==> src/rtl/merge_feeder.sv <==
// Serial-to-4-lane packer feeding the merge sorting network: frames the input
// stream to the selected constellation size and tags the final packed word.
module merge_feeder #(
  parameter int WIDTH = 8
) (
  input  logic               clk,
  input  logic               rst,
  input  logic [1:0]         s,
  input  logic               start,
  input  logic [WIDTH-1:0]   in_data,
  input  logic               in_valid,
  output logic               in_ready,
  output logic [4*WIDTH-1:0] out_data,
  output logic               out_valid,
  input  logic               out_ready,
  output logic               out_last,
  output logic               busy,
  output logic               done
);

  localparam logic [1:0] IDLE  = 2'd0;
  localparam logic [1:0] FILL  = 2'd1;
  localparam logic [1:0] DRAIN = 2'd2;

  logic [1:0]         state_q,     state_d;
  logic [1:0]         size_q,      size_d;
  logic [1:0]         lane_q,      lane_d;
  logic [8:0]         elem_q,      elem_d;
  logic [3*WIDTH-1:0] pack_q,      pack_d;
  logic [4*WIDTH-1:0] out_data_q,  out_data_d;
  logic               out_valid_q, out_valid_d;
  logic               out_last_q,  out_last_d;
  logic               done_q,      done_d;

  logic [8:0] last_idx;
  logic       slot_ok;
  logic       consume;
  logic       accept;
  logic       in_ready_c;

  always_comb begin
    case (size_q)
      2'b00:   last_idx = 9'd3;
      2'b01:   last_idx = 9'd15;
      2'b10:   last_idx = 9'd63;
      default: last_idx = 9'd255;
    endcase
  end

  // Lanes 0..2 only touch the pack register; only the 4th element needs the output slot.
  assign slot_ok    = !out_valid_q || out_ready;
  assign consume    = out_valid_q && out_ready;
  assign in_ready_c = (state_q == FILL) && ((lane_q != 2'd3) || slot_ok);
  assign accept     = in_valid && in_ready_c;

  always_comb begin
    state_d     = state_q;
    size_d      = size_q;
    lane_d      = lane_q;
    elem_d      = elem_q;
    pack_d      = pack_q;
    out_data_d  = out_data_q;
    out_valid_d = out_valid_q;
    out_last_d  = out_last_q;
    done_d      = 1'b0;

    case (state_q)
      IDLE: begin
        if (start) begin
          state_d = FILL;
          size_d  = s;
          lane_d  = '0;
          elem_d  = '0;
        end
      end

      FILL: begin
        if (consume) begin
          out_valid_d = 1'b0;
          out_last_d  = 1'b0;
        end
        if (accept) begin
          lane_d = lane_q + 2'd1;
          elem_d = elem_q + 9'd1;
          // A load on the same edge as a consume overrides the clear above.
          if (lane_q == 2'd3) begin
            out_data_d  = {in_data, pack_q};
            out_valid_d = 1'b1;
            out_last_d  = (elem_q == last_idx);
          end else begin
            pack_d[lane_q*WIDTH +: WIDTH] = in_data;
          end
          if (elem_q == last_idx) begin
            state_d = DRAIN;
          end
        end
      end

      DRAIN: begin
        if (consume) begin
          out_valid_d = 1'b0;
          out_last_d  = 1'b0;
          state_d     = IDLE;
          done_d      = 1'b1;
        end
      end

      default: state_d = IDLE;
    endcase
  end

  always_ff @(posedge clk or negedge rst) begin
    if (!rst) begin
      state_q     <= IDLE;
      size_q      <= '0;
      lane_q      <= '0;
      elem_q      <= '0;
      pack_q      <= '0;
      out_data_q  <= '0;
      out_valid_q <= 1'b0;
      out_last_q  <= 1'b0;
      done_q      <= 1'b0;
    end else begin
      state_q     <= state_d;
      size_q      <= size_d;
      lane_q      <= lane_d;
      elem_q      <= elem_d;
      pack_q      <= pack_d;
      out_data_q  <= out_data_d;
      out_valid_q <= out_valid_d;
      out_last_q  <= out_last_d;
      done_q      <= done_d;
    end
  end

  assign in_ready  = in_ready_c;
  assign out_data  = out_data_q;
  assign out_valid = out_valid_q;
  assign out_last  = out_last_q;
  assign busy      = (state_q != IDLE);
  assign done      = done_q;

endmodule

==> config.mk <==
export PLATFORM = sky130hd
export DESIGN_NAME = merge_feeder
export DESIGN_NICKNAME = d
export VERILOG_FILES = /design/src/rtl/merge_feeder.sv
export SDC_FILE = /design/constraint.sdc
export NUM_CORES = 1
export LEC_CHECK = 0
export CAP_MARGIN = 20
export CORE_ASPECT_RATIO = 2
export CORE_MARGIN = 2
export CORE_UTILIZATION = 30
export CTS_CLUSTER_SIZE = 40
export DETAILED_ROUTE_END_ITERATION = 16
export PLACE_DENSITY = 0.54
export SLEW_MARGIN = 20
export SYNTH_ARGS = -nofsm -noshare
export SYNTH_HDL_FRONTEND = slang
export SYNTH_SLANG_ARGS = --single-unit
==> constraint.sdc <==
create_clock -name clk -period 3.9 [get_ports clk]
set_input_delay 0.585 -clock clk [delete_from_list [all_inputs] [get_ports clk]]
set_output_delay 0.585 -clock clk [all_outputs]
set_load 0.01 [all_outputs]
==> results of run 1 <==
[logic make-up after synthesis]
group / after synthesis
and+or+nand+nor: 103
DFF: 74
AOI/OAI and AO/OA: 54
muxes: 38
buffers and inverters: 18
adders and majority gates: 10
[worst paths after layout]
| check | depth (start not counted) | slack [ps] | endpoint |
|---|---|---|---|
| setup / recovery | 5 | 1150 | in_ready |
| hold / removal | 1 | 250 | elem_q[4]$_DFFE_PN0P_ |
| setup reg to reg | 6 | 1630 | elem_q[7]$_DFFE_PN0P_ |
| hold reg to reg | 2 | 470 | pack_q[20]$_DFFE_PN0P_ |
| max in group asynchronous | 2 | 2960 | out_data[3]$_DFFE_PN0P_ |
| min in group clk | 2 | 470 | pack_q[20]$_DFFE_PN0P_ |
[cells in the final DEF (no fill, tap or decap), types with 4 or more instances in the layout]
cell | netlist | layout
o31ai_1 | 5 | 5
or4_1 | 5 | 5
o21ai_0 | 30 | 30
buf_4 | 0 | 4
mux2_2 | 35 | 35
a21oi_1 | 6 | 6
ha_1 | 10 | 10
clkbuf_16 | 0 | 9
clkdlybuf4s50_1 | 0 | 50
nor3b_1 | 4 | 4
inv_1 | 9 | 9
nor2_1 | 4 | 4
dfrtp_1 | 74 | 74
nand2_1 | 62 | 62
[registers in the layout (all words and copies together) (netlist names)]
name	count
out_data	32
pack_q	24
elem_q	9
lane_q	2
size_q	2
state_q	2
done	1
out_last	1
out_valid	1
[worst reg2reg max path, delay by kind of cell (launching register included)]
family,cells,cell delay [ps]
AOI/OAI and AO/OA,1,150
adders and majority gates,1,460
buffers and inverters,1,110
DFF,1,390
muxes,1,330
and+or+nand+nor,2,750
[where the power goes]
part | internal [mW] | total [mW] | leakage, nW | switching (mW)
combinational | 0.525 | 1.02 | 0.767 | 0.500
sequential | 1.02 | 1.20 | 0.994 | 0.188
clock | 0.461 | 0.751 | 0.132 | 0.290
total | 2.00 | 2.98 | 1.89 | 0.978
[stage by stage]
step / power (mW) / area (um^2) / util / std cells / hold WS, ps
2_1_floorplan: 1.78 / 3340 / - / 297 / 289
3_3_place_gp: 2.23 / 4000 / 0.367 / 482 / 460
3_5_place_dp: 2.26 / 4000 / 0.367 / 482 / 470
4_1_cts: 3.03 / 4270 / 0.392 / 497 / 455
5_1_grt: 3.20 / 4270 / 0.393 / 497 / 285
6_report: 2.98 / 4270 / 0.393 / 497 / 246
[metal layers]
layer	GRT usage	wire length, um	vias to the layer above
li1	-	-	1159
met1	0.152	2970	1131
met2	0.229	3990	51
met3	0.0283	298	14
met4	0.0576	121	0
met5	0	0	-
[area by class of cell]
| type | instances | area (um^2) |
|---|---|---|
| Fill cell | 1057 | 6610 |
| Sequential cell | 74 | 1850 |
| Multi-Input combinational cell | 205 | 1410 |
| Timing Repair Buffer | 54 | 531 |
| Clock buffer | 13 | 260 |
| Tap cell | 140 | 175 |
| Inverter | 9 | 33.8 |
| Clock inverter | 2 | 12.5 |
[Yosys cell counts (4+ instances only)]
| master | n |
|---|---|
| dfrtp_1 | 74 |
| nand2_1 | 62 |
| mux2_2 | 35 |
| o21ai_0 | 30 |
| ha_1 | 10 |
| inv_1 | 9 |
| a21oi_1 | 6 |
| buf_2 | 5 |
| o31ai_1 | 5 |
| or4_1 | 5 |
| nor2_1 | 4 |
| nor3b_1 | 4 |
==> out/summary.txt, run 1 <==
simple-gate share of the synthesized area = 0.158
gpl congestion = 0.756
hold buffer count at cts = 0
xor/xnor share of the synthesized area = 0
I/O Pins = 52
Worst Setup Start Kind = flop
CTS tree = done
Top delay family on crit path = buffers and inverters
main combinational cell family by area after synthesis = simple AND/OR/NAND/NOR gates
largest net degree at the start of global routing = 43
CTS sink count = 74
Die Span Y = 153 um
GRT Total Usage = 0.132
slowest CP cell = clkdlybuf4s50_1
final period utilization = 0.706
DR iter-0 viols = 105
Mapped Cells = 297
power per cell area = 698 nW/um^2
Max Clock Freq = 363 MHz
initial antenna violation count = 0
drt via density = 4.74
worst path cell trace = inv_1 > ha_1 > inv_1 > nor2_1 > clkdlybuf4s50_1
setup bufs post-CTS = 0
CTS root buffer = clkbuf_16
register area share after synthesis = 0.555
Clock Pin Slew Worst Setup and Hold Paths = 50 ps
vias in the first global route = 2,338
# H-tree levels = 3
worst skew pair latency = 330 ps
worst stage delay on the critical path = 540 ps
crit-path max FO = 13
grt total ovfl = 0
# rows = 54
cell mode on critical path = inv_1
Slew Limit Fails = 0
share of the synthesized area in the top cell type = 0.555
fin nets = 378
Critical Path RT = 3310 ps
cell accounting for the most synthesized area = dfrtp_1
critical path class = flop to output pin
first-pass GRT wire length = 12.1 mm
Detailed Route WL = 7.38 mm
Initial Utilization = 0.307
Mapped Avg Cell Area = 11.2 um^2
critical path launch point = state_q[1]$_DFFE_PN0P_
dpl ws = 1320 ps
Setup Skew = 5.37 ps
critical path buffer and inverter count = 3
Adder-Cell Fraction of Synth Area = 0.0375
Final Setup Violations = 0
die area = 12,000 um^2
Vias = 2,355
Worst Hold Class = primary input to asynchronous set/reset pin
mux contribution to synthesized area = 0.127
Synth Warn # = 0
drt drc = 0
fin crit period = 2750 ps
CP Data Arrival Time = 2170 ps
dominant synthesized flop cell = dfrtp_1
max-cap check violation count = 0
share of post-route cells with drive strength above 1 = 0.162
diode count = 0
Area contributors post-synth = dfrtp_1 55%, mux2_2 12%, nand2_1 7.0%
Peak supply drop = 0.292 mV
fin worst setup slack = 1150 ps
# resized after CTS = 0
Area growth, synth to finish = 27.9%
post-route ant nets = 0
crit path capture type = output pin
synthesized cell area = 3340 um^2
Async SR Flop Fraction = 1.00
Die Wd = 78.6 um
Clock Tree Buf Depth = 2
Seq cells post-synth = 74
Fin. Hold Viols = 0
slew at the pin with the worst max-slew slack = 892 ps
Static Leakage = 1.89 nW
Cell variety after synth = 41
Mapped Nets = 322
Buffers on Ports = 51
Max-slew headroom = 0.404
r2r startpoint = state_q[1]$_DFFE_PN0P_
post-DP HPWL = 5.28 mm
post-synthesis compound-gate area fraction = 0.0985
Pre-antenna DRT Iters = 4
unrepaired setup endpoints after global routing = false
Setup TNS = 0 ps
cts bufs inserted = 9
outcome = completed
WL/cell = 14.9 um
CORE AREA = 10,900 um^2
number of synthesized flops with an enable pin = 0
Note: power is estimated with default switching activity, not from simulation.
==> inputs of run 2 (changes only) <==
==> constraint.sdc (replaced) <==
create_clock -name clk -period 2.6 [get_ports clk]
set_input_delay 0.39 -clock clk [delete_from_list [all_inputs] [get_ports clk]]
set_output_delay 0.39 -clock clk [all_outputs]
set_load 0.01 [all_outputs]
==> run 2 against run 1 <==
  * Total power rose by 52%
  * Flip-flop and latch count did not move
  * Design area rose by 1.4%
  * Hold slack got worse by 170 ps
  * First-iteration DRC count fell by 12%
  * Critical path depth did not move
  * Combinational power rose by 58%
  * Count of clock-buffer cells in the layout fell by 1
  * Clock power rose by 49%
  * Highest routed layer unchanged
  * Die area did not move
  * Critical endpoint unchanged
  * Critical path type unchanged
  * Non-clock buffer count rose by 7
==> out/summary.txt, run 2 (same netlist as run 1, synthesis figures left out) <==
Setup TNS = 0 ps (unchanged)
Clock Tree Buf Depth = 2 (unchanged)
slew at the pin with the worst max-slew slack = 634 ps (-257 ps)
max reg flops = 32 (unchanged)
register area = 1850 um^2 (unchanged)
diode count = 0 (unchanged)
largest net degree at the start of global routing = 33 (-23%)
setup bufs post-CTS = 0 (unchanged)
most frequent cells in the layout = 74 x dfrtp_1, 62 x nand2_1, 50 x clkdlybuf4s50_1, 35 x mux2_2, 30 x o21ai_0
CORE AREA = 10,900 um^2 (unchanged)
post-DP HPWL = 5.47 mm (+3.6%)
fin crit period = 2440 ps
Fill cells = 1,070 (+1.2%)
worst skew pair latency = 330 ps (about the same)
Finished Layout Cells = 504 (+1.4%)
worst stage delay on the critical path = 540 ps (about the same)
CTS root buffer = clkbuf_16
Buffers on Ports = 51 (unchanged)
vias in the first global route = 2,337 (-0.043%)
multi-input logic area = 1410 um^2 (unchanged)
share of post-route cells with drive strength above 1 = 0.181 (+0.0189)
slowest CP cell = clkdlybuf4s50_1
outcome = completed
cts bufs inserted = 9 (unchanged)
crit path capture type = output pin
drt drc = 0 (unchanged)
I/O Pins = 52 (unchanged)
r2r startpoint = state_q[0]$_DFFE_PN0P_
CP Data Arrival Time = 2050 ps (-120 ps)
critical path class = flop to output pin
GRT Total Usage = 0.135 (+0.00293)
crit-path max FO = 11 (-2)
# H-tree levels = 3 (unchanged)
Top delay family on crit path = buffers and inverters
Final Setup Violations = 0 (unchanged)
Vias = 2,404 (+2.1%)
first-pass GRT wire length = 12.2 mm (+1.1%)
Fin. Hold Viols = 0 (unchanged)
hold buffer count at cts = 0 (unchanged)
most common cell after layout, fill and taps aside = dfrtp_1
power per cell area = 1050 nW/um^2 (+50%)
worst path cell trace = inv_1 > ha_1 > inv_1 > nor2_1 > clkdlybuf4s50_1
WL/cell = 14.7 um (-0.89%)
Die Span Y = 153 um (unchanged)
die area = 12,000 um^2 (unchanged)
Initial Utilization = 0.307 (unchanged)
Slew Limit Fails = 0 (unchanged)
CTS tree = done
critical path launch point = state_q[1]$_DFFE_PN0P_
CTS sink count = 74 (unchanged)
Detailed Route WL = 7.42 mm (+0.50%)
max-cap check violation count = 0 (unchanged)
Static Leakage = 1.94 nW (+2.5%)
post-route ant nets = 0 (unchanged)
fin worst setup slack = 162 ps (-983 ps)
Area growth, synth to finish = 29.7%
Peak supply drop = 0.590 mV (+100%)
# resized after CTS = 0 (unchanged)
Worst Hold Class = primary input to asynchronous set/reset pin
placed insts = 489 (+1.5%)
drt via density = 4.77 (+0.66%)
initial antenna violation count = 0 (unchanged)
DR iter-0 viols = 92 (-12%)
unrepaired setup endpoints after global routing = false
critical path buffer and inverter count = 3 (unchanged)
Max-slew headroom = 0.574 (+0.170)
final period utilization = 0.938
Pre-antenna DRT Iters = 4 (unchanged)
# rows = 54 (unchanged)
Worst Setup Start Kind = flop
cell mode on critical path = inv_1
Critical Path RT = 2210 ps (-1100 ps)
fin nets = 385 (+1.9%)
Die Wd = 78.6 um (unchanged)
gpl congestion = 0.752 (-0.53%)
Setup Skew = 5.33 ps (-0.0356 ps)
Max Clock Freq = 410 MHz
dpl ws = 404 ps (-920 ps)
Clock Pin Slew Worst Setup and Hold Paths = 60 ps (about the same)
grt total ovfl = 0 (unchanged)
[run 2: metal layers]
| layer | GRT usage | share of wire | vias to the layer above |
|---|---|---|---|
| met1 | 0.152 | 0.40 | 1156 |
| met2 | 0.225 | 0.52 | 55 |
| met4 | 0.0760 | 0.038 | 0 |
| met3 | 0.0354 | 0.035 | 14 |
| met5 | 0 | 0 | - |
| li1 | - | - | 1179 |
[run 2: cell type report]
cell class	instances	share of cell area
Clock buffer	12	0.0592
Multi-Input combinational cell	205	0.325
Clock inverter	3	0.00347
Sequential cell	74	0.427
Inverter	9	0.00780
Timing Repair Buffer	61	0.137
Tap cell	140	0.0404
[run 2: path summary, 6_finish.rpt]
check                                           to  slack [ps]  depth (start not counted)
max in group asynchronous  out_data[4]$_DFFE_PN0P_        1840                          2
setup / recovery                          in_ready         160                          5
setup reg to reg             elem_q[6]$_DFFE_PN0P_         510                          6
hold / removal               size_q[1]$_DFFE_PN0P_          70                          1
min in group clk            pack_q[12]$_DFFE_PN0P_         480                          2
hold reg to reg             pack_q[12]$_DFFE_PN0P_         480                          2
[run 2: per-stage QoR]
stage | area (um^2) | power, mW | utilization | hold slack, ps
global route | 4330 | 4.87 | 0.398 | 115
finish | 4330 | 4.54 | 0.398 | 73.2
detailed placement | 4060 | 3.47 | 0.373 | 442
global placement | 4060 | 3.41 | 0.373 | 446
floorplan | 3340 | 2.67 | - | 94.4
CTS | 4330 | 4.62 | 0.398 | 76.6
[run 2: power breakdown]
part	switching, mW	total, mW	internal (mW)
combinational	0.764	1.61	0.847
clock	0.437	1.12	0.687
sequential	0.280	1.81	1.53
total	1.48	4.54	3.06
